[src/rtl/uart_rx_deserializer.sv]
// ============================================================================
//  Module      : uart_rx_deserializer
//  Description : UART receive stage driven by a 16x baud tick; deserialises
//                7/8-bit frames with optional parity, flags framing/parity
//                errors and overflow. Optional macro RX_MAJORITY_VOTE_EN
//                enables 2-of-3 mid-bit voting.
//  Revision    : 1.0 - initial release
// ============================================================================
`default_nettype none

module uart_rx_deserializer #(
    parameter int SYNC_STAGES = 2
) (
    input  logic       clk,
    input  logic       reset_n,
    input  logic       baud_clock,
    input  logic       rx,
    input  logic       bit8,
    input  logic       parity_en,
    input  logic       odd_n_even,
    input  logic       read_rx_byte,
    output logic [7:0] rx_data,
    output logic       rx_ready,
    output logic       parity_err,
    output logic       framing_err,
    output logic       overflow,
    output logic       rx_busy
);

    localparam logic [3:0] c_mid_tick  = 4'd8;
    localparam logic [3:0] c_last_tick = 4'd15;

    typedef enum logic [2:0] {
        IDLE   = 3'd0,
        START  = 3'd1,
        DATA   = 3'd2,
        PARITY = 3'd3,
        STOP   = 3'd4
    } state_t;

    state_t                 r_state;
    state_t                 w_state_nxt;
    logic [SYNC_STAGES-1:0] r_sync;
    logic [3:0]             r_samp_cnt;
    logic [2:0]             r_bit_cnt;
    logic [7:0]             r_shift;
    logic                   r_par_bad;
    logic                   r_cfg_bit8;
    logic                   r_cfg_par_en;
    logic                   r_cfg_odd;
    logic                   w_rx_sync;
    logic                   w_mid;
    logic                   w_last;
    logic                   w_sample;
    logic                   w_frame_done;
    logic                   w_load;
    logic [2:0]             w_bits_last;
    logic [7:0]             w_data_word;

    always_ff @(posedge clk or negedge reset_n) begin
        if (!reset_n) r_sync <= '1;
        else          r_sync <= {r_sync[SYNC_STAGES-2:0], rx};
    end

    assign w_rx_sync   = r_sync[SYNC_STAGES-1];
    assign w_mid       = baud_clock && (r_samp_cnt == c_mid_tick);
    assign w_last      = baud_clock && (r_samp_cnt == c_last_tick);
    assign w_bits_last = r_cfg_bit8 ? 3'd7 : 3'd6;
    // In 7-bit mode the bits sit in [7:1] after seven right shifts
    assign w_data_word = r_cfg_bit8 ? r_shift : {1'b0, r_shift[7:1]};

`ifdef RX_MAJORITY_VOTE_EN
    logic [1:0] r_vote;

    always_ff @(posedge clk or negedge reset_n) begin
        if (!reset_n) begin
            r_vote <= 2'b00;
        end else if (baud_clock) begin
            if (r_samp_cnt == 4'd6) r_vote[0] <= w_rx_sync;
            if (r_samp_cnt == 4'd7) r_vote[1] <= w_rx_sync;
        end
    end

    assign w_sample = (r_vote[0] & r_vote[1]) | (r_vote[0] & w_rx_sync) |
                      (r_vote[1] & w_rx_sync);
`else
    assign w_sample = w_rx_sync;
`endif

    always_comb begin
        w_state_nxt  = r_state;
        w_frame_done = 1'b0;
        case (r_state)
            IDLE:   if (baud_clock && !w_rx_sync) w_state_nxt = START;
            START: begin
                if (w_mid && w_sample) w_state_nxt = IDLE;
                else if (w_last)       w_state_nxt = DATA;
            end
            DATA: begin
                if (w_last && (r_bit_cnt == w_bits_last))
                    w_state_nxt = r_cfg_par_en ? PARITY : STOP;
            end
            PARITY: if (w_last) w_state_nxt = STOP;
            // Leave at mid-stop so a back-to-back start edge is not missed
            STOP: begin
                if (w_mid) begin
                    w_state_nxt  = IDLE;
                    w_frame_done = 1'b1;
                end
            end
            default: w_state_nxt = IDLE;
        endcase
    end

    assign w_load = w_frame_done && (!rx_ready || read_rx_byte);

    always_ff @(posedge clk or negedge reset_n) begin
        if (!reset_n) r_state <= IDLE;
        else          r_state <= w_state_nxt;
    end

    always_ff @(posedge clk or negedge reset_n) begin
        if (!reset_n) begin
            r_samp_cnt   <= 4'd0;
            r_bit_cnt    <= 3'd0;
            r_shift      <= 8'd0;
            r_par_bad    <= 1'b0;
            r_cfg_bit8   <= 1'b0;
            r_cfg_par_en <= 1'b0;
            r_cfg_odd    <= 1'b0;
        end else if (baud_clock) begin
            if (r_state == IDLE && !w_rx_sync) begin
                r_samp_cnt   <= 4'd0;
                r_cfg_bit8   <= bit8;
                r_cfg_par_en <= parity_en;
                r_cfg_odd    <= odd_n_even;
            end else begin
                r_samp_cnt <= r_samp_cnt + 4'd1;
            end
            if (r_state == START && w_last)
                r_bit_cnt <= 3'd0;
            else if (r_state == DATA && w_last)
                r_bit_cnt <= r_bit_cnt + 3'd1;
            if (r_state == DATA && w_mid)
                r_shift <= {w_sample, r_shift[7:1]};
            if (r_state == PARITY && w_mid)
                r_par_bad <= w_sample ^ (^w_data_word) ^ r_cfg_odd;
        end
    end

    always_ff @(posedge clk or negedge reset_n) begin
        if (!reset_n) begin
            rx_data     <= 8'd0;
            rx_ready    <= 1'b0;
            parity_err  <= 1'b0;
            framing_err <= 1'b0;
            overflow    <= 1'b0;
        end else if (w_load) begin
            rx_data     <= w_data_word;
            rx_ready    <= 1'b1;
            parity_err  <= r_par_bad & r_cfg_par_en;
            framing_err <= ~w_sample;
        end else if (w_frame_done) begin
            overflow    <= 1'b1;
        end else if (read_rx_byte && rx_ready) begin
            rx_ready    <= 1'b0;
            overflow    <= 1'b0;
        end
    end

    assign rx_busy = (r_state != IDLE);

endmodule

`default_nettype wire

[config.mk]
export PLATFORM = sky130hd
export DESIGN_NAME = uart_rx_deserializer
export DESIGN_NICKNAME = d
export VERILOG_FILES = /design/src/rtl/uart_rx_deserializer.sv
export SDC_FILE = /design/constraint.sdc
export NUM_CORES = 1
export LEC_CHECK = 0
export CAP_MARGIN = 10
export CORE_MARGIN = 1.5
export CORE_UTILIZATION = 50
export CTS_CLUSTER_SIZE = 30
export DETAILED_ROUTE_END_ITERATION = 8
export PLACE_DENSITY = 0.69
export SYNTH_ARGS = -nofsm -noshare
export SYNTH_HDL_FRONTEND = slang
export SYNTH_SLANG_ARGS = --single-unit
[constraint.sdc]
create_clock -name clk -period 1.9 [get_ports clk]
set_input_delay 0.285 -clock clk [delete_from_list [all_inputs] [get_ports clk]]
set_output_delay 0.285 -clock clk [all_outputs]
set_load 0.01 [all_outputs]
==> metrics.txt, run 1 <==
layout filler cell count 300; Req. time, crit path 1.62 ns; # DRC 0; Hold/Removal Path Class primary input to asynchronous set/reset pin; number of max-cap violations 0; Total GRT Usage 19.7%; area share of the largest cell type after synthesis 48.0%; Post-synth EDFFs 0; combinational power share 32.1%; CTS tree done; PD cells 1030 mW/mm²; met1 global-route usage 25.7%; Clock Power Share 23.6%; # rows 21; number of clock sinks 36; CTS Root Cell clkbuf_4; critical path class flip-flop to output port; run status finished clean; Final period util 96.4%; Mapped Area 0.00177 mm²; Slew @ Worst Pin 0.447 ns; drt total wl 3360 µm; CP bufs+invs 1; Adder-Cell Fraction of Synth Area 2.12%; DR iter-0 viols 55; clk_lat worst skew 0.34 ns; R2R depth 6; Pre-antenna DRT Iters 4; final setup TNS 0 ns; ANT cells 0; Mean Syn Cell Area 11.1 µm²; Worst setup SP type flip-flop; Initial Util 52.7%; clk_skew 0.0127 ns; critical path fanouts, max 8; compound-gate portion of the synthesized area 13.3%; FF+latch count, synth 36; RSZ-0062 raised after global routing no; leading post-synthesis cells by instance count dfrtp_1, nand2_1, o21ai_0; Port-buffer cells 20; largest net degree at the start of global routing 37; ys flop type dfrtp_1; crit path from r_state[2]$_DFFE_PN0P_; register area share after synthesis 51.0%; fmax 0.546 GHz; die width 62.5 µm; switching portion of total power 32.1%; clock-pin slew on the worst setup and hold paths 0.12 ns; ranking of synthesized cells by area dfrtp_1, mux2_2, mux2i_1; slowest stage delay, CP 0.49 ns; Levels on crit path 3; core box area 0.00336 mm²; Leak 0.982 nW; die footprint 0.00391 mm²; grt ovf 0; placed cell count 230; Vias 1334; hpwl dp 2400 µm; WHS 0.336 ns; first-pass GRT wire length 6150 µm; number of distinct library cells after synthesis 40; routability cong. 0.868; Avg Vias per Cell 5.49; sequential cell fraction of total power 44.2%; CP Capture Type output port; num ports 21; critical-path cell list nor2_1 -> nand2_1 -> clkdlybuf4s50_1; antenna-violating nets left 0; Post-synth ARST share 100%; Peak VDD IR 0.741 mV; area added between synthesis and finish 23.8%; net switching power 721 µW; Final Hold Fails 0; critical path's top delay family buffers and inverters; Yosys top cell by area dfrtp_1; syn nets 171; Arrival @ worst endpoint 1.55 ns; Post-Layout Cell Count 243; H-tree level count 2; Clock Tree Buf Depth 2; min Tclk post-route 1.83 ns; M3 GR Usage 4.68%; CP max-delay cell clkdlybuf4s50_1; WL per Instance 13.8 µm; met2 usage 32.0%; mux share of post-synthesis cell area 13.3%; Final #Nets 207; Gate Count Post-Synth 160; ratio of cells with drive above 1 in the final layout 20.8%; Synth Area in XOR/XNOR 5.23%; die height 62.5 µm; Synth Area in Simple Gates 11.6%; cell-internal power 1.53 mW; GRT busiest layer met2; Slew Viols, Final 0; initial antenna violation count 0; Yosys Warn Count 0; most common cell in the netlist dfrtp_1; CTS buffer count 5; # setup viols final 0; largest family of logic cells by synthesized area multiplexers; Worst R2R Start r_samp_cnt[1]$_DFFE_PN0P_; vias in the first global route 1387; Slew HR 70.2%
-- cells in the final DEF (no fill, tap or decap), types with 3 or more instances in the layout --
cell,instances
a21oi_1,6
nand2_1,19
clkdlybuf4s50_1,20
o21ai_0,17
mux2_2,13
dfrtp_1,32
clkbuf_4,5
ha_1,3
buf_4,16
o22ai_1,3
xnor2_1,8
inv_1,7
mux2i_1,9
-- state kept, by name, summed over array words and instances (netlist names), 2 cells and up --
signal	cells
r_bit_cnt	3
r_samp_cnt	4
r_shift	8
r_state	3
r_sync	2
rx_data	8
-- power groups by stage --
stage / logic (mW) / registers, mW / clock network, mW
detailed placement: 0.671 / 1.02 / 0
floorplan: 0.521 / 0.971 / 0
global placement: 0.657 / 1.01 / 0
finish: 0.723 / 0.995 / 0.532
CTS: 0.675 / 1.01 / 0.548
global route: 0.801 / 1.02 / 0.581
-- cell families (layout without fill, tap and decap cells) --
logic type | count (synthesis) | count (layout)
fa+ha+maj | 3 | 3
compound gates | 38 | 38
buf+inv | 14 | 51
xor+xnor | 9 | 9
simple gates | 38 | 38
mux | 22 | 22
flops | 36 | 36
-- final timing paths --
check	to	slack (ns)
worst min-delay path	r_bit_cnt[2]$_DFFE_PN0P_	0.34
worst max-delay path	rx_busy	0.07
max in group asynchronous	r_sync[0]$_DFF_PN1_	1.20
worst max register to register	r_shift[1]$_DFFE_PN0P_	0.23
min in group clk	r_sync[0]$_DFF_PN1_	0.35
worst min register to register	r_sync[1]$_DFF_PN1_	0.36
-- layout make-up --
type                            count  area (µm²)  area share (%)
Tap cell                           46        57.6            2.62
Multi-Input combinational cell    110         807            36.8
Clock inverter                      2        35.0            1.60
Sequential cell                    36         906            41.3
Clock buffer                        6        41.3            1.88
Timing Repair Buffer               36         320            14.6
Inverter                            7        26.3            1.20
-- what timing repair did --
item,4_1_cts,5_1_grt
gates resized for setup,2,0
setup buffers,0,5
endpoints found under the setup margin,1,1
hold buffers,0,0
cloned,0,0
-- stage by stage --
stage | cell area, µm² | power [mW] | setup slack (ns) | utilization, %
after global routing | 2190 | 2.40 | 0.00937 | 65.2
after detailed placement | 2080 | 1.69 | 0.0607 | 61.8
after CTS | 2160 | 2.23 | 0.0296 | 64.1
final | 2190 | 2.25 | 0.0689 | 65.2
after global placement | 2080 | 1.67 | 0.0833 | 61.8
after floorplan | 1770 | 1.49 | 0.199 | -
-- per-layer routing --
layer	part of all wire, %	wire length, µm	vias to the layer above
li1	-	-	651
met5	0	0	-
met3	4.4	147	10
met1	46	1550	639
met2	48	1600	34
met4	2.1	70	0
Power figures use the tool's default switching activity.
==> run 2, diff against run 1 <==
==> constraint.sdc (replaced) <==
create_clock -name clk -period 1.9 [get_ports clk]
set_input_delay 0.285 -clock clk [delete_from_list [all_inputs] [get_ports clk]]
set_output_delay 0.285 -clock clk [all_outputs]
set_load 0.05 [all_outputs]
==> run 2 against run 1 <==
  * Maximum frequency fell by 0.17%
  * Largest cell class unchanged
  * Sequential share of layout area rose by 0.60 points
  * Critical endpoint is now overflow
  * Clock skew fell by 0.0021 ns
  * Die area did not move
  * Global-route usage rose by 0.42 points
  * Largest power group unchanged
==> metrics.txt, run 2 (synthesis results as in run 1) <==
Avg Vias per Cell 5.51 (+0.46%); Worst R2R Start r_samp_cnt[0]$_DFFE_PN0P_; CP Capture Type output port; critical path fanouts, max 3 (-5); Arrival @ worst endpoint 1.55 ns (about the same); number of max-cap violations 0 (unchanged); largest net degree at the start of global routing 37 (unchanged); core box area 0.00336 mm² (unchanged); DR iter-0 viols 49 (-11%); fmax 0.545 GHz (-0.17%); # rows 21 (unchanged); most frequent cells in the layout dfrtp_1, nand2_1, clkdlybuf4s50_1; CTS Root Cell clkbuf_4; Final #Nets 201 (-2.9%); CTS buffer count 5 (unchanged); die height 62.5 µm (unchanged); number of clock sinks 36 (unchanged); RSZ-0062 raised after global routing no; critical path's top delay family buffers and inverters; Final Hold Fails 0 (unchanged); CP bufs+invs 1 (unchanged); Initial Util 52.7% (unchanged); clk_lat worst skew 0.35 ns (about the same); ANT cells 0 (unchanged); Levels on crit path 1 (-2); PostCTS Resize Cnt 0 (-2); placed cell count 229 (-0.43%); # DRC 0 (unchanged); initial antenna violation count 0 (unchanged); Top Metal Used met4; wire length on met2 1680 µm (+4.9%); final setup TNS 0 ns (unchanged); vias in the first global route 1337 (-3.6%); metal1 wirelength 1570 µm (+1.3%); num ports 21 (unchanged); grt ovf 0 (unchanged); antenna-violating nets left 0 (unchanged); PD cells 1050 mW/mm² (+2.4%); clk_skew 0.0107 ns (-0.00210 ns); Post-Layout Cell Count 237 (-2.5%); slowest stage delay, CP 0.81 ns (+0.32 ns); Hold/Removal Path Class primary input to asynchronous set/reset pin; Req. time, crit path 1.62 ns (about the same); area added between synthesis and finish 21.7%; ratio of cells with drive above 1 in the final layout 17.8% (-3.0 points); clock-pin slew on the worst setup and hold paths 0.11 ns (about the same); die footprint 0.00391 mm² (unchanged); Post-CTS Setup Bufs 0 (unchanged); drt total wl 3420 µm (+1.6%); critical-path cell list clkdlybuf4s50_1; Worst setup SP type flip-flop; wire length on met3 111 µm (-24%); Total GRT Usage 20.1% (+0.42 points); Port-buffer cells 20 (unchanged); Final period util 96.5% (+0.16 points); multi-input logic area 807 µm² (unchanged); register area 903 µm² (-0.28%); Top Registers r_shift (8), rx_data (8), r_samp_cnt (4); CTS Hold Bufs 0 (unchanged); WHS 0.331 ns (-0.00543 ns); first-pass GRT wire length 6180 µm (+0.45%); Peak VDD IR 0.570 mV (-23%); die width 62.5 µm (unchanged); CP max-delay cell clkdlybuf4s50_1; layout filler cell count 300 (unchanged); routability cong. 0.801 (-7.7%); flop2flop setup slack 0.19 ns (-0.04 ns); Clock Tree Buf Depth 2 (unchanged); critical path class flip-flop to output port; Pre-antenna DRT Iters 4 (unchanged); H-tree level count 2 (unchanged); Slew HR 65.4% (-4.8 points); Slew Viols, Final 0 (unchanged); Leak 0.960 nW (-2.3%); min Tclk post-route 1.83 ns (+0.00306 ns); run status finished clean; Reg-to-Reg End r_shift[1]$_DFFE_PN0P_; Vias 1307 (-2.0%); Slew @ Worst Pin 0.517 ns (+0.0703 ns); commonest non-fill, non-tap cell in the layout dfrtp_1; hpwl dp 2410 µm (+0.36%); R2R depth 6 (unchanged); CTS tree done; # setup viols final 0 (unchanged); WL per Instance 14.4 µm (+4.2%)
==> run 2: cell types whose count changed in the layout (fill, tap and decap cells not counted) <==
cell,change
buf_4,-6
dfrtp_1,+2
dfrtp_2,-2
clkdlybuf4s50_1,-1
buf_12,+1
==> run 2: metrics by stage <==
stage          total power, mW  util [%]  cell area, µm²  setup WS, ns
2_1_floorplan             1.53         -            1770         0.199
5_1_grt                   2.41      64.1            2160       0.00361
6_report                  2.27      64.1            2160        0.0659
3_5_place_dp              1.75      61.8            2080        0.0543
3_3_place_gp              1.72      61.8            2080        0.0880
4_1_cts                   2.28      64.1            2160        0.0464
==> run 2: metal layers <==
metal,track usage [%],up-vias
li1,-,636
met1,25.9,640
met2,32.7,26
met3,4.14,5
met4,9.44,0
met5,0,-
==> run 2: layout make-up <==
class / instances / share of cell area (%)
clock inverter: 2 / 1.63
multi-input combinational: 110 / 37.4
inverter: 7 / 1.22
sequential: 36 / 41.9
tap: 46 / 2.67
timing repair buffer: 30 / 13.2
clock buffer: 6 / 1.92
==> run 2: report_power, final <==
group / internal (mW) / switching, mW / leakage (nW) / total [mW]
Sequential: 0.874 / 0.166 / 0.476 / 1.04
Combinational: 0.353 / 0.345 / 0.441 / 0.698
Clock: 0.276 / 0.252 / 0.0422 / 0.527
==> run 2: how the worst max path moves through the flow <==
stage	start	endpoint	slack, ns
3_3_place_gp	baud_clock	r_shift[5]$_DFFE_PN0P_	0.09
3_5_place_dp	baud_clock	r_bit_cnt[0]$_DFFE_PN0P_	0.05
6_report	overflow$_DFFE_PN0P_	overflow	0.07
2_1_floorplan	r_samp_cnt[0]$_DFFE_PN0P_	r_shift[0]$_DFFE_PN0P_	0.20
5_1_grt	overflow$_DFFE_PN0P_	overflow	0.004
4_1_cts	overflow$_DFFE_PN0P_	overflow	0.05
==> RTL edit 1: new RTL, config.mk and constraints of run 2 <==
Compare `r_samp_cnt` against `c_mid_tick` with >= in place of ==.
--- a/src/rtl/uart_rx_deserializer.sv
+++ b/src/rtl/uart_rx_deserializer.sv
@@ -64,5 +64,5 @@
 
     assign w_rx_sync   = r_sync[SYNC_STAGES-1];
-    assign w_mid       = baud_clock && (r_samp_cnt == c_mid_tick);
+    assign w_mid       = baud_clock && (r_samp_cnt >= c_mid_tick);
     assign w_last      = baud_clock && (r_samp_cnt == c_last_tick);
     assign w_bits_last = r_cfg_bit8 ? 3'd7 : 3'd6;
Function: same outputs for any inputs over 10 cycles, from zero or initial values and one cycle with reset_n low; that may be too few to reach the edited logic, so the function may still have changed.
==> RTL edit 1 against run 2 <==
Clock skew shrank 0.0038 ns. Sequential cell count unchanged. Synthesized area fell by 1.1%. Final cell count grew 1.7%. Cell area decreased by 1.7%. Global-route usage shrank 1.1 points. Count of clock-buffer cells in the layout unchanged. Synthesized cell count rose by 3.1%. Non-clock buffer count is 1 lower. Power up 0.89%. Sequential share of layout area grew 0.72 points. Routed wire length fell by 5.7%. Setup slack gained 0.025 ns. Largest cell class unchanged. Largest power group unchanged.
==> RTL edit 1: results (changes against run 2) <==
* Vias in the first global route at 1254 (-6.2%)
* Mean Syn Cell Area at 10.62 um^2 (-4.1%)
* Clock-pin slew on the worst setup and hold paths at 0.10 ns
* Leak at 0.9322 nW (-2.9%)
* Placed cell areas at 2041 um^2 (-1.9%)
* Dpl hpwl at 2372 um (-1.6%)
* Reg2reg setup slack at 0.28 ns (+0.09 ns)
* Clock Skews at 0.006810 ns (-0.003841 ns)
* FF-to-FF End: r_cfg_odd
* Post-DR wirelength/cell at 13.37 um (-7.3%)
* Buffering overhead at 12.63% (-0.60 points)
* Reg2reg start: r_state[1]
* Logic inverters at 6 (-1)
* Top delay family on crit path: buffers and inverters
* Worst vdd ir at 696.9 uV (+22%)
* Post-Syn Nets at 176 (+2.9%)
* First-pass GRT wire length at 5816 um (-5.9%)
* Yosys cell types at 36 (-10%)
* Fillers at 287 (-4.3%)
* Multi-In Gates at 116 (+5.5%)
* Hold_ws at 0.3559 ns (+0.02516 ns)
* Top post-synthesis cells by area: dfrtp_1 49%, mux2_2 7.1%, o21ai_0 6.0%
* Worst Tran Pin Value at 0.5411 ns (+0.02402 ns)
* Clock root cell: clkbuf_4
* Status: finished clean
* Post-synth top cells: 34 x dfrtp_1, 23 x nand2_1, 21 x o21ai_0, 11 x mux2_2
* M1 GR Usage at 27.00% (+1.1 points)
* Post-Syn Area at 1753 um^2 (-1.1%)
* Pre-CTS worst setup slack at 0.05927 ns (+0.004969 ns)
* GPL Wtd Cong at 0.8726 (+8.9%)
* Initial antenna violation count at 0 (unchanged)
* Fin util at 63.52% (-0.58 points)
* H-tree depth at 2 (unchanged)
* Finished Layout Cells at 241 (+1.7%)
* Share of layout cells above drive strength 1 at 17.44% (-0.37 points)
* Sequential element share of the synthesized area at 51.53% (+0.55 points)
* Max clock buf depth at 2 (unchanged)
* GRT met2 Usage at 28.94% (-3.7 points)
* Via density at 5.423 (-1.7%)
* DR iter-0 viols at 99 (+100%)
* Met3 Resource Use GR at 5.435% (+1.3 points)
* Path depth of the worst reg2reg path at 3 (-3)
* Post-Place Cells at 233 (+1.7%)
* Crit path arrival time at 1.52 ns (-0.03 ns)
* Tot GR Track Use at 19.01% (-1.1 points)
* Final min period at 1.809 ns (-0.02470 ns)
* Multi-input gate area at 792.0 um^2 (-1.9%)
* Clock network area share at 3.601% (+0.061 points)
* Post-CTS setup buffer count at 0 (unchanged)
* Non-clock buffer count in the final layout at 29 (-3.3%)
* # nets final at 205 (+2.0%)
RTL edit 1: cell count changes after synthesis, sizes merged, moves of 2 or more:
cell	run 2	this run
mux2i	9	7
mux2	13	11
o22ai	3	1
nand2	19	23
nor3b	3	1
nand3	2	6
o21ai	17	21
nor2	2	5
o2bb2ai	1	3
RTL edit 1: logic make-up after synthesis:
family                   after synthesis  share of synthesized area (%)
flip-flops                            36                          51.53
buffers and inverters                 13                          3.283
AO/OA/AOI/OAI                         38                          12.85
adder cells (fa/ha/maj)                3                          2.142
XOR/XNOR                               9                          5.710
multiplexers                          18                          11.06
AND/OR/NAND/NOR                       48                          13.42
RTL edit 1: where the power goes:
part           switching, mW  total [mW]  internal, mW
Sequential             0.150        1.04         0.887
Clock                  0.247       0.522         0.276
Combinational          0.389       0.728         0.339
RTL edit 1: routing by layer:
metal / vias up / part of all wire [%]
met5: - / 0
met4: 0 / 1.2
met3: 5 / 4.8
met2: 31 / 44
met1: 626 / 50
li1: 645 / -
==> RTL edit 2: new RTL, flow settings as in run 2 <==
Without the edit above. Add a define of `RX_MAJORITY_VOTE_EN`.
--- a/src/rtl/uart_rx_deserializer.sv
+++ b/src/rtl/uart_rx_deserializer.sv
@@ -8,4 +8,6 @@
 // ============================================================================
 `default_nettype none
+
+`define RX_MAJORITY_VOTE_EN
 
 module uart_rx_deserializer #(
Function: same outputs for any inputs over 10 cycles, from zero or initial values and one cycle with reset_n low; that may be too few to reach the edited logic, so the function may still have changed.
==> RTL edit 2 against run 2 <==
The flow now finishes with violations (hold timing). Synthesized cell count up 6.9%. Power up 29%. Routed wire length up 3.8%. Synthesized area up 8.1%. Sequential cell count up 2. Fmax up 3.1%. Clock power up 20%. Sequential power up 13%. First-iteration DRC count rose to 3.4 times the old value. Setup slack better by 0.055 ns. Cell area up 9.1%. Non-clock buffer count up 4.
==> RTL edit 2: results (changes against run 2) <==
* Status: complete, but fails checks
* Path depth of the worst reg2reg path at 7 (+1)
* Comb. pwr at 1.10 mW (+58%)
* Sequential element share of the synthesized area at 49.80% (-1.2 points)
* Clock Skews at 0.006290 ns (-0.004361 ns)
* Tot GR Track Use at 19.60% (-0.51 points)
* M1 GR Usage at 28.41% (+2.5 points)
* Dpl hpwl at 2651 um (+10%)
* GPL Wtd Cong at 0.8582 (+7.1%)
* Worst Tran Pin Value at 0.5959 ns (+0.07886 ns)
* Top post-synthesis cells by area: dfrtp_1 47%, mux2_2 8.2%, mux2i_1 4.7%
* Met2 wire length at 1637 um (-2.4%)
* GRT met2 Usage at 28.99% (-3.7 points)
* Vias in the first global route at 1367 (+2.2%)
* Met3 Resource Use GR at 4.861% (+0.72 points)
* Placed cell areas at 2241 um^2 (+7.8%)
* Sequential power at 1.18 mW (+13%)
* Crit path arrival time at 1.49 ns (-0.06 ns)
* Crit path capture: rx_ready
* Hold_ws at -0.004816 ns (-0.3356 ns)
* DR iter-0 viols at 165 (+240%)
* Met3 Wirelength at 186 um (+68%)
* Finished Layout Cells at 254 (+7.2%)
* Crit-path max FO at 4 (+1)
* First-pass GRT wire length at 6354 um (+2.8%)
* WL final at 3549 um (+3.8%)
* Reg2reg setup slack at 0.15 ns (-0.04 ns)
* Worst vdd ir at 660.9 uV (+16%)
* Clock-pin slew on the worst setup and hold paths at 0.07 ns (-0.04 ns)
* Period utilisation layout at 93.65% (-2.9 points)
* Met1 WL at 1694 um (+8.1%)
* Pre-CTS worst setup slack at 0.04308 ns (-0.01123 ns)
* Share of layout cells above drive strength 1 at 22.33% (+4.5 points)
* # nets final at 217 (+8.0%)
* Final hold vios at 5 (+5)
* Violated checks: hold timing
* Mean Syn Cell Area at 11.19 um^2 (+1.1%)
* Post-synth top cells: 36 x dfrtp_1, 22 x nand2_1, 16 x o21ai_0, 14 x mux2_2, 9 x mux2i_1
* Post-Syn Nets at 183 (+7.0%)
* Fillers at 301 (+0.33%)
* Total number of vias at 1423 (+8.9%)
* Clock root cell: clkbuf_8
* Clk Latency, worst-skew pair at 0.28 ns (-0.07 ns)
* Leak at 1.022 nW (+6.5%)
* Pwr Total at 2.914 mW (+29%)
* FF-to-FF End: r_par_bad
* CP startpoint: rx_ready
* Pin count of the biggest net entering global routing at 27 (-27%)
* Sw frac at 34.50% (+0.84 points)
## RTL edit 2: cells by family (layout without fill, tap and decap cells)
family | count (synthesis) | count (layout) | share of synthesized area [%]
and+or+nand+nor | 52 | 52 | 15.16
DFF | 38 | 38 | 49.80
AOI/OAI and AO/OA | 31 | 31 | 9.804
muxes | 23 | 23 | 12.94
xor gates and xnor gates | 11 | 11 | 6.536
buffers and inverters | 11 | 46 | 2.418
adders and majority gates | 5 | 5 | 3.333
## RTL edit 2: area by class of cell
class | count | area [um^2] | area share (%)
Tap cell | 48 | 60.06 | 2.555
Clock buffer | 8 | 110.1 | 4.683
Timing Repair Buffer | 34 | 297.8 | 12.67
Multi-Input combinational cell | 122 | 914.6 | 38.90
Sequential cell | 38 | 953.4 | 40.55
Inverter | 4 | 15.01 | 0.6386
## RTL edit 2: worst register-to-register path, stage by stage, from the launching register on
cell and delay (ns):
dfrtp_1 0.42, inv_1 0.10, ha_1 0.18, nand4b_1 0.18
buf_4 0.20, nor3_1 0.20, nand2_1 0.09, mux2_2 0.27
